File: config.mk
export PLATFORM = sky130hd
export DESIGN_NAME = univ_shift_reg
export DESIGN_NICKNAME = d
export VERILOG_FILES = /design/src/rtl/usr_pkg.sv /design/src/rtl/usr_step.sv /design/src/rtl/univ_shift_reg.sv
export SDC_FILE = /design/constraint.sdc
export NUM_CORES = 1
export LEC_CHECK = 0
export CORE_AREA = 2 2 88 90
export CTS_BUF_LIST = sky130_fd_sc_hd__clkbuf_8 sky130_fd_sc_hd__clkbuf_16
export DETAILED_ROUTE_END_ITERATION = 7
export DIE_AREA = 0 0 90 92
export PLACE_DENSITY_LB_ADDON = 0.25
export SLEW_MARGIN = 0
export SYNTH_ARGS = -nofsm -noshare
export SYNTH_HDL_FRONTEND = slang
export SYNTH_SLANG_ARGS = --single-unit
File: constraint.sdc
create_clock -name clk -period 3.85 [get_ports clk]
set_clock_uncertainty 0.2 [all_clocks]
set_input_delay 0.385 -clock clk [delete_from_list [all_inputs] [get_ports clk]]
set_output_delay 0.385 -clock clk [all_outputs]
set_load 0.02 [all_outputs]
File: src/rtl/usr_pkg.sv
// ---------------------------------------------------------------------------
// usr_pkg
// Shared definitions for the universal shift register slice.
//   mode_e  : operation select encodings carried on the 3-bit mode input
//   state_e : control FSM states (IDLE -> SHIFT -> DONE -> IDLE)
//   isShiftMode() : true for the five modes that step the register bit by bit
// ---------------------------------------------------------------------------
package usr_pkg;

    localparam int MODE_W = 3;

    typedef enum logic [MODE_W-1:0] {
        MODE_HOLD = 3'b000,
        MODE_LOAD = 3'b001,
        MODE_SHL  = 3'b010,
        MODE_SHR  = 3'b011,
        MODE_SAR  = 3'b100,
        MODE_ROL  = 3'b101,
        MODE_ROR  = 3'b110,
        MODE_CLR  = 3'b111
    } mode_e;

    typedef enum logic [1:0] {
        ST_IDLE  = 2'd0,
        ST_SHIFT = 2'd1,
        ST_DONE  = 2'd2
    } state_e;

    // Shift and rotate modes are the only ones that spend cycles in SHIFT;
    // HOLD, LOAD and CLR always complete at the accepting edge.
    function automatic logic isShiftMode(input mode_e m);
        return (m == MODE_SHL) || (m == MODE_SHR) || (m == MODE_SAR) ||
               (m == MODE_ROL) || (m == MODE_ROR);
    endfunction

endpackage

File: src/rtl/usr_step.sv
// ---------------------------------------------------------------------------
// usr_step
// Purely combinational single 1-bit step of the shift register.
// Ports:
//   data_i  [WIDTH-1:0] : current register contents
//   mode_i  [2:0]       : latched operation (mode_e encoding)
//   sin_i               : serial input bit, used by SHL and SHR only
//   data_o  [WIDTH-1:0] : register contents after one step
//   sout_o              : bit pushed out across the boundary by this step
// Non-shift modes pass the data through and report sout_o = 0; the parent
// only consumes these outputs while it is stepping a shift/rotate mode.
// ---------------------------------------------------------------------------
module usr_step
    import usr_pkg::*;
#(
    parameter int WIDTH = 32
) (
    input  logic [WIDTH-1:0] data_i,
    input  logic [2:0]       mode_i,
    input  logic             sin_i,
    output logic [WIDTH-1:0] data_o,
    output logic             sout_o
);

    // One step of the selected shift or rotate. SAR replicates the sign bit,
    // rotates feed the escaping bit back in at the other end and also report
    // it on sout_o, so sin_i is ignored for SAR/ROL/ROR.
    always_comb begin
        data_o = data_i;
        sout_o = 1'b0;
        case (mode_e'(mode_i))
            MODE_SHL: begin
                data_o = {data_i[WIDTH-2:0], sin_i};
                sout_o = data_i[WIDTH-1];
            end
            MODE_SHR: begin
                data_o = {sin_i, data_i[WIDTH-1:1]};
                sout_o = data_i[0];
            end
            MODE_SAR: begin
                data_o = {data_i[WIDTH-1], data_i[WIDTH-1:1]};
                sout_o = data_i[0];
            end
            MODE_ROL: begin
                data_o = {data_i[WIDTH-2:0], data_i[WIDTH-1]};
                sout_o = data_i[WIDTH-1];
            end
            MODE_ROR: begin
                data_o = {data_i[0], data_i[WIDTH-1:1]};
                sout_o = data_i[0];
            end
            default: begin
                data_o = data_i;
                sout_o = 1'b0;
            end
        endcase
    end

endmodule

File: src/rtl/univ_shift_reg.sv
// ---------------------------------------------------------------------------
// univ_shift_reg
// Universal shift register with a small IDLE/SHIFT/DONE control FSM.
// One operation is accepted per start pulse while idle; multi-bit shifts and
// rotates are carried out one bit per clock.
// Ports:
//   clk                 : sole clock, rising edge
//   reset               : asynchronous active-high reset
//   d      [WIDTH-1:0]  : parallel load data
//   mode   [2:0]        : operation select (usr_pkg::mode_e), sampled with start
//   amount [AMT_W-1:0]  : number of 1-bit steps, sampled with start
//   start               : operation request, honoured only in IDLE
//   sin                 : serial input, sampled on every shift step
//   q      [WIDTH-1:0]  : register contents
//   q1     [WIDTH-1:0]  : bitwise complement of q
//   sout                : last bit shifted out (registered)
//   busy                : high whenever the FSM is not IDLE
//   done                : one-cycle completion pulse, q already final
// ---------------------------------------------------------------------------
module univ_shift_reg
    import usr_pkg::*;
#(
    parameter int WIDTH = 32,
    parameter int AMT_W = $clog2(WIDTH)
) (
    input  logic             clk,
    input  logic             reset,
    input  logic [WIDTH-1:0] d,
    input  logic [2:0]       mode,
    input  logic [AMT_W-1:0] amount,
    input  logic             start,
    input  logic             sin,
    output logic [WIDTH-1:0] q,
    output logic [WIDTH-1:0] q1,
    output logic             sout,
    output logic             busy,
    output logic             done
);

    state_e           state_q;
    mode_e            mode_q;
    logic [AMT_W-1:0] count_q;
    logic [WIDTH-1:0] data_q;
    logic             sout_q;
    logic             busy_q;
    logic             done_q;

    mode_e            startMode;
    logic [WIDTH-1:0] data_d;
    logic             sout_d;

    assign startMode = mode_e'(mode);

    // The step network always looks at the latched mode, never the live
    // mode input, so changes on mode during SHIFT have no effect.
    usr_step #(
        .WIDTH (WIDTH)
    ) u_step (
        .data_i (data_q),
        .mode_i (mode_q),
        .sin_i  (sin),
        .data_o (data_d),
        .sout_o (sout_d)
    );

    // Control FSM and datapath registers in one block. busy and done are
    // registered alongside the state so they change exactly with it.
    // HOLD, LOAD, CLR and zero-length shifts go straight to DONE; real
    // shifts latch mode and count and then take one step per edge, the edge
    // that consumes the last count moving to DONE. start is only looked at
    // in IDLE, so a request during SHIFT or DONE is simply dropped.
    always_ff @(posedge clk or posedge reset) begin
        if (reset) begin
            state_q <= ST_IDLE;
            mode_q  <= MODE_HOLD;
            count_q <= '0;
            data_q  <= '0;
            sout_q  <= 1'b0;
            busy_q  <= 1'b0;
            done_q  <= 1'b0;
        end else begin
            case (state_q)
                ST_IDLE: begin
                    done_q <= 1'b0;
                    busy_q <= 1'b0;
                    if (start) begin
                        busy_q <= 1'b1;
                        if (startMode == MODE_LOAD) begin
                            data_q  <= d;
                            state_q <= ST_DONE;
                            done_q  <= 1'b1;
                        end else if (startMode == MODE_CLR) begin
                            data_q  <= '0;
                            state_q <= ST_DONE;
                            done_q  <= 1'b1;
                        end else if (isShiftMode(startMode) && (amount != '0)) begin
                            mode_q  <= startMode;
                            count_q <= amount;
                            state_q <= ST_SHIFT;
                        end else begin
                            state_q <= ST_DONE;
                            done_q  <= 1'b1;
                        end
                    end
                end
                ST_SHIFT: begin
                    data_q  <= data_d;
                    sout_q  <= sout_d;
                    count_q <= count_q - AMT_W'(1);
                    if (count_q == AMT_W'(1)) begin
                        state_q <= ST_DONE;
                        done_q  <= 1'b1;
                    end
                end
                ST_DONE: begin
                    state_q <= ST_IDLE;
                    busy_q  <= 1'b0;
                    done_q  <= 1'b0;
                end
                default: begin
                    state_q <= ST_IDLE;
                    busy_q  <= 1'b0;
                    done_q  <= 1'b0;
                end
            endcase
        end
    end

    assign q    = data_q;
    assign q1   = ~data_q;
    assign sout = sout_q;
    assign busy = busy_q;
    assign done = done_q;

endmodule

* After elaboration in Yosys (flattened, before gate mapping)
Index checks and enable logic that the tools add are counted.
** Storage, ports and cells
- Bits in registers :: 45
- Latch bits :: 0
- Memory bits (writable) :: 0
- Memory bits (read-only) :: 0
- Memories kept :: 0
** Cells by class
- Add/subtract/negate cells :: 1
- $mul :: 0
- Div/mod/pow operators :: 0
- Order comparisons :: 0
- Equality and inequality tests :: 23
- Shift-type cells :: 0
- Multiplexer cells :: 25
- Bitwise gates (word level) :: 3
- Reduce and logical (&&, ||, !) cells :: 15
** Operators by type and width (count)
- case mux 32 bit (5 select lines) :: 1
- 2-to-1 mux 32 bit :: 3
- case mux 32 bit (2 select lines) :: 1
- NOT 32 bit :: 1
- equality test 3 bit (second input constant) :: 7
- 2-to-1 mux 5 bit :: 4
- AND reduction 5 bit :: 3
- equality test 3 x 2 -> 1 bit (second input constant) :: 4
- != test 2 bit (second input constant) :: 6
- 2-to-1 mux 2 bit :: 5
- case mux 5 bit (2 select lines) :: 1
- 2-to-1 mux 1 bit :: 6
- != test 6 x 1 -> 1 bit (second input constant) :: 1
- case mux 1 bit (2 select lines) :: 3
- equality test 5 x 1 -> 1 bit (second input constant) :: 1
- != test 5 x 1 -> 1 bit (second input constant) :: 1
- nonzero test 5 bit :: 1
- subtractor 5 x 1 -> 5 bit (second input constant) :: 1
- logical OR 1 bit :: 4
- case mux 2 bit (2 select lines) :: 1
- AND reduction 4 bit :: 1
- equality test 3 x 1 -> 1 bit (second input constant) :: 1
- != test 3 bit (second input constant) :: 1
- OR reduction 3 bit :: 1
- 7 further kinds :: 8

* Depth between registers and ports, before layout
Gate-level depths: netlist of run 1.
- Depth in word-level cells :: 11
- Depth in mapped cells :: 6
- Mapped depth without buffers :: 5

* Hierarchy
From an unflattened synthesis of run 1, not the netlist that was laid out.
** Unflattened totals
- Cell total of the unflattened synthesis :: 503
- Area, all modules :: 4032.6 µm²
** By module, submodules not included
- univ_shift_reg :: times used 1, cells an instance 207, area each 2308.5 µm², sequential area each 1126.1 µm²
- usr_step :: times used 1, cells an instance 296, area each 1724.2 µm², sequential area each 0.0 µm²

* Worst setup path before layout of run 1
Ideal clock, no wire load.
- Kind :: input port to flip-flop
- Start :: input port amount[1]
- End :: register mode_q[0]
- Arrival time :: 1.668 ns
- Slack :: 1.857 ns
- Stages :: 5
- Path buffers :: 1
- Cell sequence :: or4_4 -> o2111ai_2 -> or2_1 -> buf_6 -> mux2_4
** Between the ends
- Word-level cells in the longest chain between the ends :: 3
** Ends and longest elaborated chain
- from (decl) :: line univ_shift_reg.sv:30 : input logic [AMT_W-1:0] amount,
- nonzero test 5 bit :: line univ_shift_reg.sv:96 : end else if (isShiftMode(startMode) && (amount != '0)) begin
- logical AND 1 bit :: line univ_shift_reg.sv:96
- AND reduction 5 bit (no line)
- to (signal assigned) :: line univ_shift_reg.sv:97 : mode_q <= startMode;
- to (decl) :: line univ_shift_reg.sv:41 : mode_e mode_q;
No other way between the ends.
A chain may end at the register's enable or synchronous reset.

* Worst setup path after layout of run 1
- Start :: register mode_q[2]
- End :: register data_q[13], in the netlist q[13]
** Between the ends
- Word-level cells in the longest chain between the ends :: 3
- Elaborated cells on any way between the ends :: 9
- Classes of those cells :: eq/ne: 6; mux: 2; reduce/logical: 1
** Ends and longest elaborated chain
- equality test 3 bit / equality test 3 x 2 -> 1 bit (equally long branches) :: line usr_step.sv:31 : case (mode_e'(mode_i))
- case mux 32 bit (5 select lines) / != test 6 x 1 -> 1 bit (equally long branches)
- case mux 32 bit (2 select lines) / AND reduction 4 bit (equally long branches)
- to (signal assigned) :: line univ_shift_reg.sv:107 : data_q <= data_d;
- to (decl) :: line univ_shift_reg.sv:43 : logic [WIDTH-1:0] data_q;
Parallel ways exist; a longest one is shown, timed or not.

==> impl_metrics.env, run 1 <==
export IMPL_synth_top_family_by_area="compound AO/OA/AOI/OAI gates"
export IMPL_maxCapViolCount=0
export IMPL_rr_startpoint="mode_q[2]"
export IMPL_ys_warnings_count=0
export IMPL_timing_rr_end="q[13]"
export IMPL_syn_inst=370
export IMPL_maxSlewViolCount=0
export IMPL_cts_root_buffer="clkbuf_8"
export IMPL_place_inst=557
export IMPL_syn_cell_area_um2=2836
export IMPL_post_route_period_util_pct=64.99
export IMPL_synthDistinctLibCells=44
export IMPL_yosys_area_top_type="dfrtp_1"
export IMPL_gr_total_overflow=0
export IMPL_place_hpwl_um=5676
export IMPL_drc=0
export IMPL_postCtsSetupBuffers=0
export IMPL_fin_crit_ns=2.502
export IMPL_htreeDepth=2
export IMPL_hold_viol=0
export IMPL_max_freq_ghz=0.3996
export IMPL_final_util_pct=54.92
export IMPL_antenna_found_initial=0
export IMPL_synth_mux_area_share_pct=3.000
export IMPL_rows=32
export IMPL_grt_util_met1_pct=24.57
export IMPL_synth_compound_area_share_pct=24.61
export IMPL_initial_core_util_pct=38.09
export IMPL_synthSimpleGateAreaFrac_pct=21.70
export IMPL_worstSkewPairLatency_ns=0.30
export IMPL_max_slew_margin_pct=22.49
export IMPL_syn2layout_area_growth_pct=44.20
export IMPL_power_density_nw_per_um2=977.2
export IMPL_ff2ff_path_depth=4
export IMPL_ys_ff_latch=45
export IMPL_whs_path_depth=1
export IMPL_routabilityCongestion=0.8166
export IMPL_synth_cells_most_frequent="dfrtp_1 (45), nand2_1 (39), inv_1 (36), nor2_1 (36), a21oi_1 (33)"
export IMPL_async_flop_share_pct=100.0
export IMPL_drtPass1Iterations=4
export IMPL_layout_drive_gt1_share_pct=4.968
export IMPL_post_cts_resized=0
export IMPL_timing_setup_tns_ns=0
export IMPL_die_y_um=92
export IMPL_required_ns=3.87
export IMPL_cp_max_fo=30
export IMPL_die_x_um=90
export IMPL_numCtsBuffers=5
export IMPL_dieArea_um2=8280
export IMPL_fillers=739
export IMPL_fin_hold_ws_ns=0.2894
export IMPL_worstHoldEndpoint="sout"
export IMPL_tightest_slew_ns=1.159
export IMPL_yosysSeqAreaShare_pct=39.70
export IMPL_hold_buffers=0
export IMPL_endpoint_kind="flip-flop"
export IMPL_yosysMostFrequentCell="dfrtp_1"
export IMPL_grt_max_degree=46
export IMPL_globalRoute_busiestLayer="met2"
export IMPL_grt_pass1_vias=2763
export IMPL_finalSetupViolations=0
export IMPL_clock_sinks=45
export IMPL_first_iter_violations=77
export IMPL_antenna_cells=0
export IMPL_leakage_nw=1.679
export IMPL_rsz0062_at_grt="false"
export IMPL_worstHoldStart="sout"
export IMPL_synthesis_nets=416
export IMPL_path_class="flip-flop to flip-flop"
export IMPL_synthTopCellsByArea="dfrtp_1 (40%), a31oi_1 (6.8%), a21oi_1 (5.8%), nor3_1 (5.6%), o21ai_0 (5.6%)"
export IMPL_avgSynthCellArea_um2=7.666
export IMPL_synth_edf_count=0
export IMPL_routed_wl_um=8093
export IMPL_routedWlPerCell_um=14.32
export IMPL_r2r_setup_slack_ns=1.35
export IMPL_vias_per_cell=5.274
export IMPL_yosys_area_share_adder_pct=0.8822
export IMPL_path_clk_slew_ns=0.09
export IMPL_ioPinCount=111
export IMPL_ant_nets=0
export IMPL_holdCritPathClass="flip-flop to flip-flop"
export IMPL_yosys_area_top_type_share_pct=39.70
export IMPL_use_met2_pct=33.21
export IMPL_cts_path_max_buffers=2
export IMPL_worstPathArrival_ns=2.52
export IMPL_synth_ff_type="dfrtp_1"
export IMPL_io_buffer_count=110
export IMPL_grt_pass1_wl_um=13150
export IMPL_core_area_um2=7447
export IMPL_gr_usage_met3_pct=4.026
export IMPL_nets=508
export IMPL_grt_use_total_pct=19.05
export IMPL_stdcell_count=565
export IMPL_tritoncts="done"
export IMPL_synthXorXnorAreaFrac_pct=0.6176
export IMPL_ir_drop_mv=0.4977
export IMPL_status="completed"
export IMPL_vias=2980
export IMPL_start_kind="flip-flop"
==> area by class of cell <==
class	instances	area, um^2	area share (%)
inverter	36	135.1	3.304
clock buffer	7	96.34	2.355
tap	102	127.6	3.120
sequential	45	1126	27.53
clock inverter	1	5.005	0.1224
multi-input combinational	259	1461	35.73
timing repair buffer	115	1139	27.84
==> kinds of logic after synthesis <==
kind of cell | after synthesis
AOI/OAI and AO/OA | 116
muxes | 7
and+or+nand+nor | 132
adders and majority gates | 2
DFF | 45
buffers and inverters | 66
xor gates and xnor gates | 2
==> stage by stage <==
stage          instance area, um^2  power, W  worst slack (ns)
2_1_floorplan                 2836  0.002622             1.857
3_3_place_gp                  3989  0.003629             1.175
3_5_place_dp                  3989  0.003673             1.084
4_1_cts                       4090  0.004011             1.379
5_1_grt                       4090  0.004293             1.122
6_report                      4090  0.003997             1.348
==> how the worst max path moves through the flow <==
stage                     slack [ns]  cells past startpoint      start         to
after floorplan                 1.86                      5  amount[1]  mode_q[0]
after global placement          1.17                      6    mode[2]      q[16]
after detailed placement        1.08                      6    mode[2]      q[26]
after CTS                       1.38                      4  mode_q[2]      q[30]
after global routing            1.12                      4  mode_q[2]      q[29]
final                           1.35                      4  mode_q[2]      q[13]
==> state kept, by name, summed over array words and instances, names as in the netlist <==
register  flops
count_q       5
mode_q        3
busy          1
done          1
sout          1
q            32
state_q       2
==> metal layers <==
metal / wire length, um / vias up
met2: 3951 / 96
met5: 0 / -
met1: 3631 / 1409
li1: - / 1467
met3: 444 / 8
met4: 65 / 0
==> power breakdown <==
part | leakage, nW | internal, W | total, W | switching, W
Combinational | 1.09 | 0.00119 | 0.00269 | 0.00150
Clock | 0.0542 | 0.000163 | 0.000331 | 0.000169
Sequential | 0.532 | 0.000728 | 0.000979 | 0.000250
Total | 1.68 | 0.00208 | 0.00400 | 0.00192
==> critical path: stages (launching register included) <==
cell and delay [ns]:
dfrtp_1 0.56, nand3b_1 0.96, a21oi_1 0.40, o21ai_0 0.11
a31oi_1 0.19
==> placed cells by master (no fill, tap or decap), types with 3 or more instances in the layout <==
cell type / count
clkdlybuf4s50_1: 110
dfrtp_1: 45
nand2_1: 39
nor2_1: 36
inv_1: 35
a21oi_1: 33
nor3_1: 32
o21ai_0: 32
a31oi_1: 31
clkbuf_8: 7
nand3_1: 6
buf_4: 5
mux2i_1: 4
o211ai_1: 4
nor2b_1: 3
mux2_4: 3
nand2b_1: 3
Power figures use the tool's default switching activity.
==> inputs of run 2 (changes only) <==
- clock period: 3.85 -> 2.15 ns (I/O delays scaled with it)
==> run 2 against run 1 <==
Against the previous run:
- count of clock-buffer cells in the layout shrank 1
- hold slack lost 0.27 ns
- critical path depth grew 1
- sequential power grew 77%
- design area grew 3.0%
- setup slack lost 1.2 ns
- die area is the same
- sequential share of layout area shrank 0.80 points
- utilization grew 1.6 points
- sequential cell count is the same
==> impl_metrics.env, run 2 (synthesis results as in run 1) <==
export IMPL_status="completed"
export IMPL_layout_drive_gt1_share_pct=7.547
export IMPL_syn2layout_area_growth_pct=48.52
export IMPL_antenna_found_initial=0
export IMPL_rows=32
export IMPL_ff2ff_path_depth=5
export IMPL_holdCritPathClass="input pin to async pin"
export IMPL_worstSkewPairLatency_ns=0.29
export IMPL_start_kind="input pin"
export IMPL_grt_max_degree=41
export IMPL_maxSlewViolCount=0
export IMPL_first_iter_violations=132
export IMPL_layout_commonest_cell="clkdlybuf4s50_1"
export IMPL_antenna_cells=0
export IMPL_tritoncts="done"
export IMPL_leakage_nw=1.752
export IMPL_ir_drop_mv=0.8393
export IMPL_grt_pass1_wl_um=13660
export IMPL_r2r_setup_slack_ns=0.28
export IMPL_post_route_period_util_pct=91.38
export IMPL_vias=3074
export IMPL_fin_crit_ns=1.965
export IMPL_dp_slack_ns=-0.1314
export IMPL_cts_path_max_buffers=2
export IMPL_place_hpwl_um=6014
export IMPL_max_freq_ghz=0.5090
export IMPL_maxCapViolCount=0
export IMPL_core_area_um2=7447
export IMPL_largest_reg_flops=32
export IMPL_fin_ws_ns=0.1854
export IMPL_htreeDepth=2
export IMPL_layout_common_cells="clkdlybuf4s50_1 (110), dfrtp_1 (45), nand2_1 (39)"
export IMPL_drtPass1Iterations=5
export IMPL_gr_total_overflow=0
export IMPL_rsz0062_at_grt="false"
export IMPL_path_class="input pin to flip-flop"
export IMPL_ant_nets=0
export IMPL_cp_max_fo=4
export IMPL_final_util_pct=56.57
export IMPL_io_buffer_count=110
export IMPL_cts_root_buffer="clkbuf_8"
export IMPL_required_ns=2.13
export IMPL_clock_sinks=45
export IMPL_tightest_slew_ns=0.4302
export IMPL_die_y_um=92
export IMPL_grt_use_total_pct=19.75
export IMPL_hold_buffers=0
export IMPL_timing_rr_end="q[20]"
export IMPL_routabilityCongestion=0.8263
export IMPL_max_slew_margin_pct=71.32
export IMPL_initial_core_util_pct=38.09
export IMPL_finalSetupViolations=0
export IMPL_endpoint_kind="flip-flop"
export IMPL_ioPinCount=111
export IMPL_dieArea_um2=8280
export IMPL_worstPathArrival_ns=1.95
export IMPL_drc=0
export IMPL_postCtsSetupBuffers=0
export IMPL_routedWlPerCell_um=14.15
export IMPL_rr_startpoint="state_q[1]"
export IMPL_design_power_total_w=0.007262
export IMPL_vias_per_cell=5.309
export IMPL_numCtsBuffers=5
export IMPL_hold_viol=0
export IMPL_grt_pass1_vias=2916
export IMPL_die_x_um=90
export IMPL_power_density_nw_per_um2=1724
export IMPL_fillers=733
export IMPL_nets=523
export IMPL_post_cts_resized=0
export IMPL_path_clk_slew_ns=0.08
export IMPL_routed_wl_um=8195
-- run 2: cell count changes in the layout (fill, tap and decap cells not counted), sizes merged --
cell / change
buf: +15
clkbuf: -1
clkinv: -1
inv: +1
-- run 2: worst max-delay path, stage by stage --
cell and delay (ns):
clkdlybuf4s50_1 0.42, or4_4 0.55, o2111ai_2 0.18, or2_1 0.25, mux2_4 0.32
-- run 2: layout make-up --
cell class | count | area, um^2 | share of cell area (%)
Multi-Input combinational cell | 259 | 1461 | 34.69
Timing Repair Buffer | 130 | 1276 | 30.29
Sequential cell | 45 | 1126 | 26.73
Inverter | 36 | 135.1 | 3.208
Tap cell | 102 | 127.6 | 3.029
Clock buffer | 6 | 82.58 | 1.960
Clock inverter | 1 | 3.754 | 0.08910
-- run 2: worst max-delay path by stage --
stage               from        end  slack (ns)
3_5_place_dp   amount[1]  mode_q[1]       -0.13
3_3_place_gp   amount[1]  mode_q[2]       -0.09
4_1_cts        amount[1]  mode_q[1]        0.19
6_report       amount[1]  mode_q[1]        0.19
5_1_grt        amount[1]  mode_q[2]        0.13
2_1_floorplan  amount[1]  mode_q[0]        0.33
-- run 2: power by group --
part | internal (W) | leakage, nW | switching, W
logic | 0.00227 | 1.17 | 0.00274
registers | 0.00131 | 0.532 | 0.000421
clock network | 0.000251 | 0.0485 | 0.000283
total | 0.00382 | 1.75 | 0.00344
-- run 2: metal layers --
layer | track usage, % | share of wire, % | wire length, um | vias up
met5 | 0 | 0 | 0 | -
met4 | 4.359 | 0.83 | 68 | 0
met3 | 3.369 | 5.9 | 484 | 7
met2 | 36.22 | 51 | 4171 | 112
met1 | 24.32 | 42 | 3470 | 1458
li1 | - | - | - | 1497
-- run 2: per-stage QoR --
| step | instances | TNS (ns) | hold WS, ns | area [um^2] |
|---|---|---|---|---|
| finish | 579 | 0 | 0.02252 | 4213 |
| global route | 579 | 0 | 0.05857 | 4213 |
| CTS | 579 | 0 | 0.02917 | 4213 |
| detailed placement | 572 | -0.6214 | 0.2833 | 4126 |
| global placement | 572 | -0.3100 | 0.2718 | 4126 |
| floorplan | 370 | 0 | 0.1635 | 2836 |
